`src/rtl/pc_fetch_ctrl_32_if.sv`:
```
// Instruction-memory fetch bus: req/addr from the fetch controller, ack/rdata from imem.
interface pc_fetch_ctrl_32_if;
  logic        imem_req;
  logic [31:0] imem_addr;
  logic        imem_ack;
  logic [31:0] imem_rdata;

  modport master (
    output imem_req,
    output imem_addr,
    input  imem_ack,
    input  imem_rdata
  );

  modport slave (
    input  imem_req,
    input  imem_addr,
    output imem_ack,
    output imem_rdata
  );
endinterface

```
`src/rtl/pc_fetch_ctrl_32.sv`:
```
// PC sequencing and req/ack instruction fetch for the MIPS core.
// Optional retire counter enabled by defining PC_RETIRE_CNT_EN.
module pc_fetch_ctrl_32 #(
  parameter logic [31:0] RESET_VECTOR = 32'h0000_0000,
  parameter logic [31:0] EXC_VECTOR   = 32'h0000_0080,
  parameter int unsigned ACK_TIMEOUT  = 16
) (
  input  logic                      clk,
  input  logic                      rst,
  pc_fetch_ctrl_32_if.master        imem,
  output logic [31:0]               instr,
  output logic                      instr_valid,
  input  logic                      stall,
  input  logic                      branch_taken,
  input  logic [31:0]               branch_off,
  input  logic                      jump,
  input  logic [25:0]               jump_target,
  input  logic                      jr,
  input  logic [31:0]               jr_addr,
  input  logic                      exc,
  output logic [31:0]               pc,
  output logic [31:0]               pc_plus4,
  output logic                      misalign_err,
  output logic                      timeout_err
`ifdef PC_RETIRE_CNT_EN
  ,
  output logic [31:0]               retire_cnt
`endif
);

  localparam int unsigned CntW = (ACK_TIMEOUT > 2) ? $clog2(ACK_TIMEOUT) : 1;
  localparam logic [CntW-1:0] CntLast = CntW'(ACK_TIMEOUT - 1);

  typedef enum logic [1:0] {StIdle, StFetch, StExec} state_e;

  state_e          state_q, state_d;
  logic [31:0]     pc_q, pc_d;
  logic [31:0]     instr_q, instr_d;
  logic [CntW-1:0] cnt_q, cnt_d;
  logic            mis_q, mis_d;
  logic            to_q, to_d;
  logic [31:0]     sel_pc;
  logic [31:0]     next_pc;
  logic            sel_misaligned;
`ifdef PC_RETIRE_CNT_EN
  logic [31:0]     ret_q, ret_d;
`endif

  assign pc_plus4 = pc_q + 32'd4;

  // Redirect priority: exc > jr > jump > branch > sequential.
  always_comb begin
    sel_pc = pc_plus4;
    if (exc) begin
      sel_pc = EXC_VECTOR;
    end else if (jr) begin
      sel_pc = jr_addr;
    end else if (jump) begin
      sel_pc = {pc_plus4[31:28], jump_target, 2'b00};
    end else if (branch_taken) begin
      sel_pc = pc_plus4 + (branch_off << 2);
    end
  end

  assign sel_misaligned = |sel_pc[1:0];
  assign next_pc        = sel_misaligned ? EXC_VECTOR : sel_pc;

  always_comb begin
    state_d = state_q;
    pc_d    = pc_q;
    instr_d = instr_q;
    cnt_d   = cnt_q;
    mis_d   = mis_q;
    to_d    = to_q;
`ifdef PC_RETIRE_CNT_EN
    ret_d   = ret_q;
`endif
    case (state_q)
      StIdle: begin
        state_d = StFetch;
      end
      StFetch: begin
        // An ack in the last allowed cycle still beats the timeout.
        if (imem.imem_ack) begin
          instr_d = imem.imem_rdata;
          cnt_d   = '0;
          state_d = StExec;
        end else if (cnt_q == CntLast) begin
          pc_d    = EXC_VECTOR;
          to_d    = 1'b1;
          cnt_d   = '0;
          state_d = StIdle;
        end else begin
          cnt_d = cnt_q + 1'b1;
        end
      end
      StExec: begin
        if (!stall) begin
          pc_d    = next_pc;
          state_d = StFetch;
          if (sel_misaligned) begin
            mis_d = 1'b1;
          end
`ifdef PC_RETIRE_CNT_EN
          ret_d = ret_q + 32'd1;
`endif
        end
      end
      default: begin
        state_d = StIdle;
      end
    endcase
  end

  always_ff @(posedge clk or posedge rst) begin
    if (rst) begin
      state_q <= StIdle;
      pc_q    <= RESET_VECTOR;
      instr_q <= '0;
      cnt_q   <= '0;
      mis_q   <= 1'b0;
      to_q    <= 1'b0;
`ifdef PC_RETIRE_CNT_EN
      ret_q   <= '0;
`endif
    end else begin
      state_q <= state_d;
      pc_q    <= pc_d;
      instr_q <= instr_d;
      cnt_q   <= cnt_d;
      mis_q   <= mis_d;
      to_q    <= to_d;
`ifdef PC_RETIRE_CNT_EN
      ret_q   <= ret_d;
`endif
    end
  end

  assign imem.imem_req  = (state_q == StFetch);
  assign imem.imem_addr = pc_q;
  assign instr          = instr_q;
  assign instr_valid    = (state_q == StExec);
  assign pc             = pc_q;
  assign misalign_err   = mis_q;
  assign timeout_err    = to_q;
`ifdef PC_RETIRE_CNT_EN
  assign retire_cnt     = ret_q;
`endif

endmodule

```
`src/flat_wrapper.sv`:
```
// flat-port wrapper written by rule: the top's interface ports become plain ports
module pc_fetch_ctrl_32_flat 
#(
  parameter logic [31:0] RESET_VECTOR = 32'h0000_0000,
  parameter logic [31:0] EXC_VECTOR   = 32'h0000_0080,
  parameter int unsigned ACK_TIMEOUT  = 16
)
  (clk, rst, instr, instr_valid, stall, branch_taken, branch_off, jump, jump_target, jr, jr_addr, exc, pc, pc_plus4, misalign_err, timeout_err, imem_imem_req, imem_imem_addr, imem_imem_ack, imem_imem_rdata);
  pc_fetch_ctrl_32_if imem_i ();
  input  logic clk;
  input  logic rst;
  output logic [31:0] instr;
  output logic instr_valid;
  input  logic stall;
  input  logic branch_taken;
  input  logic [31:0] branch_off;
  input  logic jump;
  input  logic [25:0] jump_target;
  input  logic jr;
  input  logic [31:0] jr_addr;
  input  logic exc;
  output logic [31:0] pc;
  output logic [31:0] pc_plus4;
  output logic misalign_err;
  output logic timeout_err;
  output wire logic [$bits(imem_i.imem_req)-1:0] imem_imem_req;
  output wire logic [$bits(imem_i.imem_addr)-1:0] imem_imem_addr;
  input wire logic [$bits(imem_i.imem_ack)-1:0] imem_imem_ack;
  input wire logic [$bits(imem_i.imem_rdata)-1:0] imem_imem_rdata;
  assign imem_imem_req = imem_i.imem_req;
  assign imem_imem_addr = imem_i.imem_addr;
  assign imem_i.imem_ack = imem_imem_ack;
  assign imem_i.imem_rdata = imem_imem_rdata;
  pc_fetch_ctrl_32 #(.RESET_VECTOR(RESET_VECTOR), .EXC_VECTOR(EXC_VECTOR), .ACK_TIMEOUT(ACK_TIMEOUT)) u_core (.clk(clk), .rst(rst), .imem(imem_i), .instr(instr), .instr_valid(instr_valid), .stall(stall), .branch_taken(branch_taken), .branch_off(branch_off), .jump(jump), .jump_target(jump_target), .jr(jr), .jr_addr(jr_addr), .exc(exc), .pc(pc), .pc_plus4(pc_plus4), .misalign_err(misalign_err), .timeout_err(timeout_err));
endmodule
```
`config.mk`:
```
export PLATFORM = sky130hd
export DESIGN_NAME = pc_fetch_ctrl_32_flat
export DESIGN_NICKNAME = d
export VERILOG_FILES = /design/src/rtl/pc_fetch_ctrl_32_if.sv /design/src/rtl/pc_fetch_ctrl_32.sv /design/src/flat_wrapper.sv
export SDC_FILE = /design/constraint.sdc
export NUM_CORES = 1
export LEC_CHECK = 0
export ABC_AREA = 1
export CORE_MARGIN = 8
export CORE_UTILIZATION = 50
export DETAILED_ROUTE_END_ITERATION = 8
export MAX_ROUTING_LAYER = met4
export PLACE_DENSITY = 0.89
export SYNTH_ARGS = -nofsm -noshare
export SYNTH_HDL_FRONTEND = slang
export SYNTH_SLANG_ARGS = --single-unit
export TNS_END_PERCENT = 5
```
`constraint.sdc`:
```
create_clock -name clk -period 6.25 [get_ports clk]
set_input_delay 1.875 -clock clk [delete_from_list [all_inputs] [get_ports clk]]
set_output_delay 1.875 -clock clk [all_outputs]
set_load 0.02 [all_outputs]
```
==> summary.md <==
| Metric | Value |
|---|---|
| Diodes inserted | `0` |
| Layout Skew | `4.37 ps` |
| Largest net degree at the start of global routing | `39` |
| Area leader, netlist | `dfrtp_1` |
| Post-cts resize count | `0` |
| Syn Inst Count | `approximately 1200` |
| First-pass GRT wire length | `~42000 um` |
| H-tree Lvls | `3` |
| Area after DPL | `about 9500 um2` |
| Synth Area in Compound Gates | `9.64%` |
| TritonCTS Buffers | `9` |
| Ratio of final minimum period to clock period | `74.2%` |
| Critical path, cell by cell | `ha_1 -> nand2_2 -> nor2_4 -> nand2_4 -> nor2_4 -> nand2_2 -> xor2_1 -> inv_1 -> clkdlybuf4s50_1` |
| Post-synth top cells | `436 x nand2_1, 144 x inv_1, 117 x nor2_1` |
| Vias/cell | `5.21` |
| Ys flop type | `dfrtp_1` |
| Starting density of the core | `51.2%` |
| Mapped Area | `7100 um2` |
| Syn nets | `1319` |
| Die area | `18300 um2` |
| Count leader, synth | `nand2_1` |
| Crit Reg-Reg Startpoint | `u_core.imem.imem_addr[3]` |
| WP data arrival | `roughly 2800 ps` |
| Main combinational cell family by area after synthesis | `simple AND/OR/NAND/NOR gates` |
| Vias post-DR | `8095` |
| Power Dens Cells | `approximately 340 nW/um2` |
| Leakage | `about 5.1 nW` |
| Final Max Tran Viols | `0` |
| Routed Antenna Nets | `0` |
| PortBufs | `approximately 260` |
| Adder-Cell Fraction of Synth Area | `6.98%` |
| Rel. slew slack | `37.9%` |
| RSZ-0062 raised after global routing | `no` |
| P&R area growth vs syn | `39.0%` |
| Max cap viols | `0` |
| Hold Buf Count CTS | `0` |
| DRT iter0 DRCs | `645` |
| Worst hold path type | `reg2reg` |
| Clock Tree Root | `clkbuf_16` |
| Final Cell Area | `9870 um2` |
| Synth Area in Simple Gates | `between 40 and 50%` |
| Tot Pwr | `about 3.3 mW` |
| Clk_lat worst skew | `about 330 ps` |
| Post-synthesis xor/xnor area fraction | `2.68%` |
| Delay of the slowest critical-path stage | `560 ps` |
| Post-Route WL | `26600 um` |
| Fin Setup TNS | `0 ps` |
| Fmax | `around 0.22 GHz` |
| Share of cells above drive strength 1 | `5.54%` |
| Post-synth EDFFs | `0` |
| Setup Crit Path Kind | `reg2out` |
| Vias in the first global route | `8183` |
| Final hold viol count | `0` |
| Avg Cell Area, Syn | `6.18 um2` |
| Die span in y | `135 um` |
| Post-synthesis sequential area ratio | `25.4%` |
| Worst-Margin Slew | `slightly above 900 ps` |
| Setup Buffers After CTS | `0` |
| CP Data Required Time | `approximately 4400 ps` |
| Critical path endpoint category | `output port` |
| Tmin final | `4640 ps` |
| Synth Register Bits | `72` |
| Row count | `43` |
| CP Max Fanout | `8` |
| # fillers | `1179` |
| Die W | `135 um` |
| Final Wtd Congestion | `between 0.9 and 1` |
| Worst path slowest cell | `clkdlybuf4s50_1` |
| Hold Crit Start | `u_core.misalign_err` |
| Residual DRC | `0` |
| Ys async rst share | `100%` |
| Final setup viols | `0` |
| Initial antenna violation count | `0` |
| Pre-Repair DR Iteration Count | `5` |
| Post-DP HPWL | `around 22000 um` |
| Gr ovfl total | `0` |
| Synth top area share | `about a quarter` |
| Core Region | `about 14000 um2` |
| GRT Total Usage | `29.7%` |
| Clk sinks | `72` |
| IO Count | `262` |
| IR drop worst, VDD | `0.293 mV` |
| Synthesis Warnings | `0` |
| Critical path startpoint category | `flip-flop` |
| Ranking of synthesized cells by area | `dfrtp_1 25%, nand2_1 23%, inv_1 7.6%` |
| Clock slew at reported path FFs | `60 ps` |
| # nets final | `around 1500` |
| Post-synthesis cell type count | `47` |
| Mux contribution to synthesized area | `0%` |
| CTS tree | `done` |
| Worst-case clock buffer depth | `2` |
| Avg WL per Cell | `17.1 um` |
| Status | `completed` |
| CP startpoint | `u_core.imem.imem_addr[3]` |
## per-stage QoR
step	utilization, %	hold slack [ps]	instances	setup WS, ps
after floorplan	-	457	1150	2550
after global placement	68.7	440	1537	1890
after detailed placement	68.7	444	1537	1830
after CTS	71.1	457	1553	1670
after global routing	71.1	481	1553	1470
final	71.1	452	1553	1610
## sequential cells by signal (all words and copies together), names as in the netlist
name	count
u_core.imem.imem_addr	32
u_core.instr	32
u_core.cnt_q	4
u_core.state_q	2
u_core.misalign_err	1
u_core.timeout_err	1
## cell type report
| class | instances | area [um2] | area share (%) |
|---|---|---|---|
| flip-flops and latches | 72 | 1800 | 18.3 |
| clock inverters | 5 | 78.8 | 0.798 |
| well taps | 180 | 225 | 2.28 |
| inverters | 149 | 559 | 5.67 |
| multi-input cells | 871 | 4320 | 43.7 |
| clock buffers | 11 | 253 | 2.56 |
| repair buffers | 265 | 2640 | 26.7 |
## critical path: cells and delay by family, from the launching register on
kind                       cells  cell delay, ps
buffers and inverters          2             690
and+or+nand+nor                5             630
DFF                            1             510
xor gates and xnor gates       1             350
adders and majority gates      1             240
## layer usage
layer  wire, um  track usage, %  vias up
li1           -               -     3987
met3       2500            7.01       57
met5          0               -        -
met4        833            11.2        0
met2      12400            48.1      394
met1      10900            35.1     3657
## where the power goes
part           internal, mW  switching [mW]
Sequential            0.634           0.182
Combinational         0.809            1.14
Clock                 0.370           0.197
## cell usage in the layout, fill, tap and decap left out, types with 6 or more instances in the layout
| cell type | Yosys | final |
|---|---|---|
| ha_1 | 38 | 38 |
| nand3_1 | 67 | 67 |
| a21oi_1 | 58 | 58 |
| buf_4 | 34 | 6 |
| nor2_4 | 8 | 8 |
| clkdlybuf4s50_1 | 0 | 259 |
| nor2_2 | 8 | 8 |
| dfrtp_1 | 72 | 72 |
| inv_2 | 5 | 6 |
| clkbuf_16 | 0 | 9 |
| nand2_1 | 436 | 436 |
| o21ai_1 | 10 | 10 |
| nand4_1 | 9 | 9 |
| xnor2_1 | 7 | 7 |
| xor2_1 | 11 | 11 |
| o21ai_0 | 28 | 28 |
| nand2_2 | 15 | 15 |
| inv_1 | 144 | 143 |
| nor2_1 | 117 | 117 |
| o211ai_1 | 7 | 7 |
| nor3_1 | 6 | 6 |
## cell families after synthesis
family	count (synthesis)
compound gates	122
flops	72
simple gates	690
buf+inv	207
xor+xnor	20
fa+ha+maj	39
## worst paths after layout
path                                              to  slack [ps]  cells past startpoint
max                                     pc_plus4[18]        1610                      9
min in group asynchronous            u_core.instr[8]        1970                      2
min reg2reg                      u_core.misalign_err         450                      1
min                              u_core.misalign_err         450                      1
max reg2reg                u_core.imem.imem_addr[21]        2670                     20
max in group asynchronous  u_core.imem.imem_addr[15]        3310                      3
No activity file was read; power rests on OpenSTA's default activity.
